File: src/rtl/alu32_pipe_if.sv
`default_nettype none
// ============================================================================
// Module      : alu32_pipe_if
// Description : Request/result bundle for alu32_pipe. The master drives
//               requests and consumes results; the slave is the ALU itself.
// Revision    : 1.0 - initial release
// ============================================================================
interface alu32_pipe_if;
   logic        in_valid;
   logic        in_ready;
   logic [31:0] A;
   logic [31:0] B;
   logic [2:0]  control;
   logic        out_valid;
   logic        out_ready;
   logic [31:0] out;
   logic        overflow;
   logic        zero;
   logic        negative;
   logic [15:0] ovf_count;

   modport master (
      output in_valid, A, B, control, out_ready,
      input  in_ready, out_valid, out, overflow, zero, negative, ovf_count
   );

   modport slave (
      input  in_valid, A, B, control, out_ready,
      output in_ready, out_valid, out, overflow, zero, negative, ovf_count
   );
endinterface
`default_nettype wire

File: src/rtl/alu32_pipe.sv
`default_nettype none
// ============================================================================
// Module      : alu32_pipe
// Description : 32-bit ALU (ADD/SUB/AND/OR/NOR/XOR) with a 2-entry result
//               FIFO and valid/ready handshakes on both sides. Results are
//               computed on acceptance and appear one cycle later.
//               Optional macro ALU32_PIPE_STATS_EN adds a saturating count of
//               delivered results that overflowed; otherwise ovf_count is 0.
// Revision    : 1.0 - initial release
// ============================================================================
module alu32_pipe (
   input  logic        clock,
   input  logic        reset,
   alu32_pipe_if.slave bus
);

   localparam logic [2:0] ALU_ADD = 3'd2;
   localparam logic [2:0] ALU_SUB = 3'd3;
   localparam logic [2:0] ALU_AND = 3'd4;
   localparam logic [2:0] ALU_OR  = 3'd5;
   localparam logic [2:0] ALU_NOR = 3'd6;
   localparam logic [2:0] ALU_XOR = 3'd7;

   // Flag bit positions inside each stored entry
   localparam int FLG_OVF = 2;
   localparam int FLG_ZER = 1;
   localparam int FLG_NEG = 0;

   logic [31:0] data_q [2];
   logic [2:0]  flag_q [2];
   logic        wr_ptr_q, wr_ptr_d;
   logic        rd_ptr_q, rd_ptr_d;
   logic [1:0]  count_q, count_d;

   logic        w_in_ready;
   logic        w_out_valid;
   logic        w_push;
   logic        w_pop;
   logic [31:0] w_res;
   logic        w_res_ovf;

   // Handshake status depends only on occupancy, never on out_ready
   assign w_in_ready  = (count_q != 2'd2);
   assign w_out_valid = (count_q != 2'd0);
   assign w_push      = bus.in_valid && w_in_ready;
   assign w_pop       = w_out_valid && bus.out_ready;

   // Combinational ALU; signed overflow from operand/result sign bits
   always_comb begin
      w_res     = '0;
      w_res_ovf = 1'b0;
      case (bus.control)
         ALU_ADD: begin
            w_res     = bus.A + bus.B;
            w_res_ovf = (bus.A[31] == bus.B[31]) && (w_res[31] != bus.A[31]);
         end
         ALU_SUB: begin
            w_res     = bus.A - bus.B;
            w_res_ovf = (bus.A[31] != bus.B[31]) && (w_res[31] != bus.A[31]);
         end
         ALU_AND: w_res = bus.A & bus.B;
         ALU_OR:  w_res = bus.A | bus.B;
         ALU_NOR: w_res = ~(bus.A | bus.B);
         ALU_XOR: w_res = bus.A ^ bus.B;
         default: begin
            w_res     = '0;
            w_res_ovf = 1'b0;
         end
      endcase
   end

   // FIFO pointer/occupancy next state; simultaneous push+pop keeps count
   always_comb begin
      wr_ptr_d = wr_ptr_q ^ w_push;
      rd_ptr_d = rd_ptr_q ^ w_pop;
      count_d  = count_q;
      case ({w_push, w_pop})
         2'b10:   count_d = count_q + 2'd1;
         2'b01:   count_d = count_q - 2'd1;
         default: count_d = count_q;
      endcase
   end

   // FIFO state and storage; reset discards everything buffered
   always_ff @(posedge clock or negedge reset) begin
      if (!reset) begin
         wr_ptr_q  <= 1'b0;
         rd_ptr_q  <= 1'b0;
         count_q   <= 2'd0;
         data_q[0] <= '0;
         data_q[1] <= '0;
         flag_q[0] <= '0;
         flag_q[1] <= '0;
      end else begin
         wr_ptr_q <= wr_ptr_d;
         rd_ptr_q <= rd_ptr_d;
         count_q  <= count_d;
         if (w_push) begin
            data_q[wr_ptr_q] <= w_res;
            flag_q[wr_ptr_q] <= {w_res_ovf, (w_res == 32'd0), w_res[31]};
         end
      end
   end

   assign bus.in_ready  = w_in_ready;
   assign bus.out_valid = w_out_valid;
   assign bus.out       = w_out_valid ? data_q[rd_ptr_q] : 32'd0;
   assign bus.overflow  = w_out_valid && flag_q[rd_ptr_q][FLG_OVF];
   assign bus.zero      = w_out_valid && flag_q[rd_ptr_q][FLG_ZER];
   assign bus.negative  = w_out_valid && flag_q[rd_ptr_q][FLG_NEG];

`ifdef ALU32_PIPE_STATS_EN
   logic [15:0] ovf_cnt_q;

   // Count delivered results that overflowed, sticking at all-ones
   always_ff @(posedge clock or negedge reset) begin
      if (!reset) begin
         ovf_cnt_q <= 16'd0;
      end else if (w_pop && flag_q[rd_ptr_q][FLG_OVF] && (ovf_cnt_q != 16'hFFFF)) begin
         ovf_cnt_q <= ovf_cnt_q + 16'd1;
      end
   end

   assign bus.ovf_count = ovf_cnt_q;
`else
   assign bus.ovf_count = 16'd0;
`endif

endmodule
`default_nettype wire

File: src/flat_wrapper.sv
// flat-port wrapper written by rule: the top's interface ports become plain ports
module alu32_pipe_flat 
  (clock, reset, bus_in_valid, bus_A, bus_B, bus_control, bus_out_ready, bus_in_ready, bus_out_valid, bus_out, bus_overflow, bus_zero, bus_negative, bus_ovf_count);
  alu32_pipe_if bus_i ();
  input  logic clock;
  input  logic reset;
  input wire logic [$bits(bus_i.in_valid)-1:0] bus_in_valid;
  input wire logic [$bits(bus_i.A)-1:0] bus_A;
  input wire logic [$bits(bus_i.B)-1:0] bus_B;
  input wire logic [$bits(bus_i.control)-1:0] bus_control;
  input wire logic [$bits(bus_i.out_ready)-1:0] bus_out_ready;
  output wire logic [$bits(bus_i.in_ready)-1:0] bus_in_ready;
  output wire logic [$bits(bus_i.out_valid)-1:0] bus_out_valid;
  output wire logic [$bits(bus_i.out)-1:0] bus_out;
  output wire logic [$bits(bus_i.overflow)-1:0] bus_overflow;
  output wire logic [$bits(bus_i.zero)-1:0] bus_zero;
  output wire logic [$bits(bus_i.negative)-1:0] bus_negative;
  output wire logic [$bits(bus_i.ovf_count)-1:0] bus_ovf_count;
  assign bus_i.in_valid = bus_in_valid;
  assign bus_i.A = bus_A;
  assign bus_i.B = bus_B;
  assign bus_i.control = bus_control;
  assign bus_i.out_ready = bus_out_ready;
  assign bus_in_ready = bus_i.in_ready;
  assign bus_out_valid = bus_i.out_valid;
  assign bus_out = bus_i.out;
  assign bus_overflow = bus_i.overflow;
  assign bus_zero = bus_i.zero;
  assign bus_negative = bus_i.negative;
  assign bus_ovf_count = bus_i.ovf_count;
  alu32_pipe u_core (.clock(clock), .reset(reset), .bus(bus_i));
endmodule
File: config.mk
export PLATFORM = sky130hd
export DESIGN_NAME = alu32_pipe_flat
export DESIGN_NICKNAME = d
export VERILOG_FILES = /design/src/rtl/alu32_pipe_if.sv /design/src/rtl/alu32_pipe.sv /design/src/flat_wrapper.sv
export SDC_FILE = /design/constraint.sdc
export NUM_CORES = 1
export LEC_CHECK = 0
export ABC_AREA = 1
export ABC_CLOCK_PERIOD_IN_PS = 5100
export CORE_UTILIZATION = 45
export DETAILED_ROUTE_END_ITERATION = 10
export GPL_ROUTABILITY_DRIVEN = 0
export PLACE_DENSITY = 0.67
export SETUP_SLACK_MARGIN = 0.02
export SLEW_MARGIN = 10
export SYNTH_ARGS = -nofsm -noshare
export SYNTH_HDL_FRONTEND = slang
export SYNTH_SLANG_ARGS = --single-unit
File: constraint.sdc
create_clock -name clock -period 5.1 [get_ports clock]
set_input_delay 1.02 -clock clock [delete_from_list [all_inputs] [get_ports clock]]
set_output_delay 1.02 -clock clock [all_outputs]
set_load 0.005 [all_outputs]
==> results of run 1 <==
-- metal layers --
metal	global-route usage	up-vias	routed length, µm
li1	-	5598	-
met1	0.407	5107	15100
met2	0.436	627	14200
met3	0.0374	86	3080
met4	0.115	0	1320
met5	0	-	0
-- critical path, stage by stage --
cell and delay, ns:
clkdlybuf4s50_1 0.51, inv_1 0.07, ha_1 0.53, nand2_1 0.19, nor2_2 0.22, nand2_1 0.15, nor2_1 0.11, nand2_1 0.08
nand3_1 0.09, nand2_1 0.05, nand3_1 0.08, nand2_1 0.05, nor2_1 0.46, nand2_1 0.10, nor2_1 0.11, nand3_1 0.09
nor2_2 0.13, nand3_1 0.08, nand2_1 0.07
-- report_power, final --
| part | internal (mW) | switching [mW] | leakage, nW |
|---|---|---|---|
| clock | 0.414 | 0.225 | 0.154 |
| sequential | 0.805 | 0.106 | 0.926 |
| combinational | 0.804 | 1.18 | 5.25 |
-- stage by stage --
stage,cell area [µm²],hold slack [ns]
2_1_floorplan,10300,0.444
3_3_place_gp,11400,0.458
3_5_place_dp,11400,0.460
4_1_cts,11700,0.475
5_1_grt,11700,0.499
6_report,11700,0.474
-- flip-flops by register name, indices dropped and copies added (netlist names) --
name	flops
u_core.data_q	62
u_core.flag_q	6
u_core.count_q	2
u_core.rd_ptr_q	1
u_core.wr_ptr_q	1
-- worst min path at each step --
stage                                  from                end  slack, ns
after floorplan           u_core.data_q[59]  u_core.data_q[59]       0.44
after global placement    u_core.data_q[46]  u_core.data_q[46]       0.46
after detailed placement  u_core.data_q[52]  u_core.data_q[52]       0.46
after CTS                 u_core.data_q[52]  u_core.data_q[52]       0.47
after global routing      u_core.data_q[38]  u_core.data_q[38]       0.50
final                     u_core.data_q[53]  u_core.data_q[53]       0.47
-- cell type report --
| cell class | instances | area (µm²) | area share |
|---|---|---|---|
| repair buffers | 120 | 1160 | 0.0997 |
| inverters | 317 | 1190 | 0.102 |
| well taps | 280 | 350 | 0.0300 |
| clock inverters | 3 | 40.0 | 0.00343 |
| multi-input cells | 1298 | 6860 | 0.588 |
| clock buffers | 12 | 267 | 0.0228 |
| flip-flops and latches | 72 | 1800 | 0.154 |
-- placed cells by master, fill, tap and decap left out, types with 4 or more instances in the layout --
master           netlist  final
clkinv_1               4      4
inv_2                 10     10
nand4_1               26     26
o221ai_1               7      7
clkdlybuf4s50_1        0    106
nand3_2               13     13
a22oi_1                4      4
inv_1                303    303
nor2_1               123    122
nor3_1                 6      5
nand3_1              134    134
dfrtp_1               72     72
ha_1                 107    107
buf_4                 33     13
o22ai_1               18     18
nand2_2               19     19
clkbuf_16              0      9
o21ai_0               97     97
nand2_1              553    553
conb_1                 1     16
o21ai_1                5      5
nor2_2                27     28
a21oi_2                6      6
a221oi_1              16     16
o21bai_1              11     11
a21oi_1               86     86
-- kinds of logic after synthesis --
logic type / Yosys count / synth area share
compound gates: 259 / 0.145
flops: 72 / 0.175
xor+xnor: 6 / 0.00511
fa+ha+maj: 109 / 0.134
simple gates: 908 / 0.376
other cells: 1 / 0.000365
buf+inv: 401 / 0.164
==> impl_results.md, run 1 <==
* Worst setup SP type: input port
* DP Cell Count at roughly 2100
* Commonest cells post-synth: nand2_1 (553), inv_1 (303), nand3_1 (134), nor2_1 (123), ha_1 (107)
* CTS H-tree depth at 3
* CP Capture Point: u_core.flag_q[1]
* Worst Hold Class: reg -> reg
* Worst r2r dst: u_core.data_q[43]
* Share of cells above drive strength 1 at 0.0604
* Slew headroom at 0.504
* Initial Util at 0.466
* Core footprint at ~22000 µm²
* Total power at roughly 3.5 mW
* Largest area contributor in the netlist: nand2_1
* Setup ws final at 1.15 ns
* Worst Tran Pin Value at between 0.7 and 0.8 ns
* # nets final at between 1500 and 2000
* WL/cell at roughly 16 µm
* Mean number of vias per cell at 5.43
* Die Span Y at ~150 µm
* Place WS at 0.962 ns
* Final non-filler cell total at around 2100
* Setup bufs post-CTS at 0
* Yosys warns at 0
* Cts hold-fix bufs at 0
* CTS buffer count at 9
* Skew final at approximately 0.0045 ns
* P_leak at between 6 and 7 nW
* Crit path max fanout at 11
* Post-synth top area share at 0.202
* Syn Inst Count at between 1500 and 2000
* Port-buffer cells at 107
* Post-synth cell types at 44
* Clock slew at reported path FFs at roughly 0.05 ns
* Mean Syn Cell Area at just under 6 µm²
* CP Data Required Time at approximately 5.4 ns
* Maxcap violations at 0
* RSZ-0062 raised after global routing: false
* Setup crit end kind: register
* FP Rows at 54
* Fin. Hold Viols at 0
* Fill cells at around 2300
* Antenna viol nets, final at 0
* Clk buf depth at 2
* Die footprint at 23500 µm²
* CTS root buf: clkbuf_16
* DP Wirelength at approximately 27000 µm
* Synth async-reset ratio at 1.00
* Vias at roughly 11000
* Pwr Density at a little over 300 nW/µm²
* Worst Hold Depth at 2
* Number of synthesized flops with an enable pin at 0
* Upper clock frequency limit at around 250 MHz
* First-pass GRT wire length at 53600 µm
* Fin crit share at 0.775
* I/O pin total at between 100 and 150
* Number of global-route vias before repair at a little over 10000
* Worst reg2reg path depth at 9
* Top-count cell post-synth: nand2_1
* RR Startpoint: u_core.count_q[0]
* Sequential element share of the synthesized area at 0.175
* Fin Setup TNS at 0 ns
* Drt first-iter violations at 1135
* Worst EP arrival at ~4.2 ns
* Fin util at 0.528
* Drt drc at 0
* Largest net degree at the start of global routing at 53
* Final setup violation count at 0
* GRT Residual Overflow at 0
* GRT Total Usage at 0.286
* Post-synthesis register bit count at 72
* First-pass DRT Iterations at 5
* Post-Syn Area at 10300 µm²
* Status: completed
* Timing startpoint of the critical path: bus_B[17]
* WS Path Type: in -> reg
* Peak supply drop at about 0.29 mV
* Routed WL at 33700 µm
* Initial antenna violation count at 0
* Clock period minus final worst setup slack at around 4.0 ns
* Clock latency at the later pin of the worst-skew pair at around 0.33 ns
* Ant. Diodes at 0
* Ys flop type: dfrtp_1
* CTS Sinks at between 70 and 80
* Area Growth Syn to Fin at 13.5%
* Reg2Reg Setup Slack at roughly 2.7 ns
* Synth top area cells: nand2_1 (20%), dfrtp_1 (18%), ha_1 (13%), inv_1 (11%), nand3_1 (6.5%)
* CTS tree: yes
* Die X at between 150 and 200 µm
* Final Max Tran Viols at 0
* CTS-repair resized insts at 0
Power figures use the tool's default switching activity.
==> inputs of run 2 (changes only) <==
- ABC_CLOCK_PERIOD_IN_PS: 5100 -> 3400
- PLACE_DENSITY: 0.67 -> 0.69
- clock period: 5.1 -> 3.4 ns (I/O delays scaled with it)
==> impl_results.md, run 2 (synthesis results as in run 1) <==
* Status: completed
* CTS tree: yes
* CTS Sinks at 72 (unchanged)
* Clock period minus final worst setup slack at 3.26 ns
* Fin. Hold Viols at 0 (unchanged)
* RR Startpoint: u_core.count_q[0]
* Clock latency at the later pin of the worst-skew pair at 0.33 ns (about the same)
* Peak supply drop at 0.400 mV (+36%)
* Reg power frac at 0.254 (-0.004)
* Max reg flops at 62 (unchanged)
* GRT Total Usage at 0.286 (-0.000908)
* Worst Tran Pin Value at 0.671 ns (-0.0717 ns)
* Met2 Use GR at 0.459 (+0.0237)
* Busiest grt layer: met2
* CTS H-tree depth at 3 (unchanged)
* M3 GR Usage at 0.0391 (+0.00170)
* CTS buffer count at 9 (unchanged)
* Worst Hold Class: in -> async
* Area Growth Syn to Fin at 26.2%
* Met1 usage at 0.388 (-0.0191)
* Setup crit end kind: register
* I/O pin total at 124 (unchanged)
* Initial Util at 0.466 (unchanged)
* Die footprint at 23500 µm² (unchanged)
* Net Switching at 2.32 mW (+53%)
* Fin crit share at 0.960
* Most frequent cells in the layout: nand2_1 (552), inv_1 (303), buf_4 (173), nand3_1 (133), nor2_1 (118)
* Switching Fraction at 0.421 (-0.00653)
* Die X at 153 µm (unchanged)
* Timing startpoint of the critical path: bus_B[24]
* Top flop regs: u_core.data_q (62), u_core.flag_q (6), u_core.count_q (2)
* Placed cell areas at 12600 µm² (+11%)
* Most common cell after layout, fill and taps aside: nand2_1
* Skew final at 0.00347 ns (-0.00103 ns)
* WS Path Type: in -> reg
* Fin util at 0.588 (+0.0593)
* Initial antenna violation count at 0 (unchanged)
* Drt drc at 0 (unchanged)
* Antenna viol nets, final at 0 (unchanged)
* Drt first-iter violations at 1132 (-0.26%)
* Gate power share at 0.578 (+0.017)
* Clk pwr share at 0.168 (-0.013)
* Internal power at 3.19 mW (+57%)
* Maxcap violations at 0 (unchanged)
* First-pass DRT Iterations at 6 (+1)
* Number of global-route vias before repair at 10893 (+6.6%)
* CP Data Required Time at 3.67 ns (-1.70 ns)
* Pwr Density at 424 nW/µm² (+40%)
* Largest register by flop count: u_core.data_q
* Port-buffer cells at 107 (unchanged)
* Vias at 12097 (+5.9%)
* Slew headroom at 0.552 (+0.0478)
* Cts hold-fix bufs at 0 (unchanged)
* Largest net degree at the start of global routing at 41 (-23%)
* FP Rows at 54 (unchanged)
* Routed WL at 34000 µm (+0.83%)
* Worst EP arrival at 3.54 ns (-0.68 ns)
* Ant. Diodes at 0 (unchanged)
* First-pass GRT wire length at 53800 µm (+0.35%)
* CTS root buf: clkbuf_16
* Crit path max fanout at 8 (-3)
* Final setup violation count at 0 (unchanged)
* DP Wirelength at 27700 µm (+2.4%)
* Clk buf depth at 2 (unchanged)
* P_leak at 7.10 nW (+12%)
* Upper clock frequency limit at ~300 MHz
* GRT Residual Overflow at 0 (unchanged)
* Final Max Tran Viols at 0 (unchanged)
* WL/cell at 15.0 µm (-6.5%)
* Worst setup SP type: input port
* Clock slew at reported path FFs at 0.06 ns (about the same)
* Core footprint at 22100 µm² (unchanged)
* Finished Cell Area at 13000 µm² (+11%)
* Mean number of vias per cell at 5.34 (-1.7%)
* Fill cells at 2173 (-4.9%)
* Die Span Y at 153 µm (unchanged)
* Share of cells above drive strength 1 at 0.149 (+0.0882)
* # nets final at 2161 (+8.2%)
==> run 2: power by group through the flow <==
| stage | sequential (mW) | combinational (mW) | clock (mW) |
|---|---|---|---|
| after floorplan | 1.34 | 1.78 | 0 |
| after global placement | 1.38 | 3.07 | 0 |
| after detailed placement | 1.40 | 3.12 | 0 |
| after CTS | 1.39 | 3.14 | 0.939 |
| after global routing | 1.43 | 3.53 | 0.960 |
| final | 1.39 | 3.18 | 0.925 |
==> run 2: critical path, cell delays in order <==
cell and delay [ns]:
clkdlybuf4s50_1 0.48, inv_1 0.07, ha_1 0.42, a21oi_1 0.30, o21ai_0 0.22, inv_1 0.10
nand2_1 0.05, a21oi_1 0.22, nand3_1 0.11, nand3_1 0.13, nand3_2 0.12, nor2_1 0.19
nand3_1 0.14, nor2_2 0.16, nand3_1 0.09, nand2_1 0.06
==> run 2: area by class of cell <==
class,instances,area (µm²),area share
clock inverters,7,72.6,0.00559
inverters,317,1190,0.0916
repair buffers,283,2420,0.187
well taps,280,350,0.0270
multi-input cells,1298,6920,0.533
clock buffers,9,225,0.0173
flip-flops and latches,72,1800,0.139
==> run 2: final timing paths <==
kind                            cells past startpoint  slack [ns]                end
worst max-delay path                               16        0.14   u_core.flag_q[4]
min in group clock                                  2        0.47  u_core.data_q[62]
worst min-delay path                                1        0.36   u_core.data_q[2]
worst min register to register                      2        0.47  u_core.data_q[62]
worst max register to register                      8        1.30  u_core.data_q[38]
max in group asynchronous                           2        2.28  u_core.data_q[59]
==> run 2: per-layer routing <==
layer | up-vias | wire length [µm]
met3 | 94 | 3210
met5 | - | 0
met1 | 5433 | 14500
met4 | 0 | 1170
met2 | 619 | 15100
li1 | 5951 | -
==> run 2: stage by stage <==
stage	setup slack [ns]	cells	setup TNS (ns)	power [mW]	hold WS [ns]
after floorplan	0.819	1771	0	3.12	0.384
after global placement	-0.108	2248	-0.223	4.45	0.456
after detailed placement	-0.145	2248	-0.396	4.52	0.460
after CTS	0.199	2264	0	5.47	0.370
after global routing	-0.0834	2266	-0.139	5.92	0.412
final	0.136	2266	0	5.50	0.362
==> run 2: repair_timing <==
| action | in CTS | in global routing |
|---|---|---|
| endpoints found under the setup margin | 0 | 2 |
| buffers inserted | 0 | 2 |
| endpoints found under the hold margin | 0 | 0 |
| resized for setup | 0 | 22 |
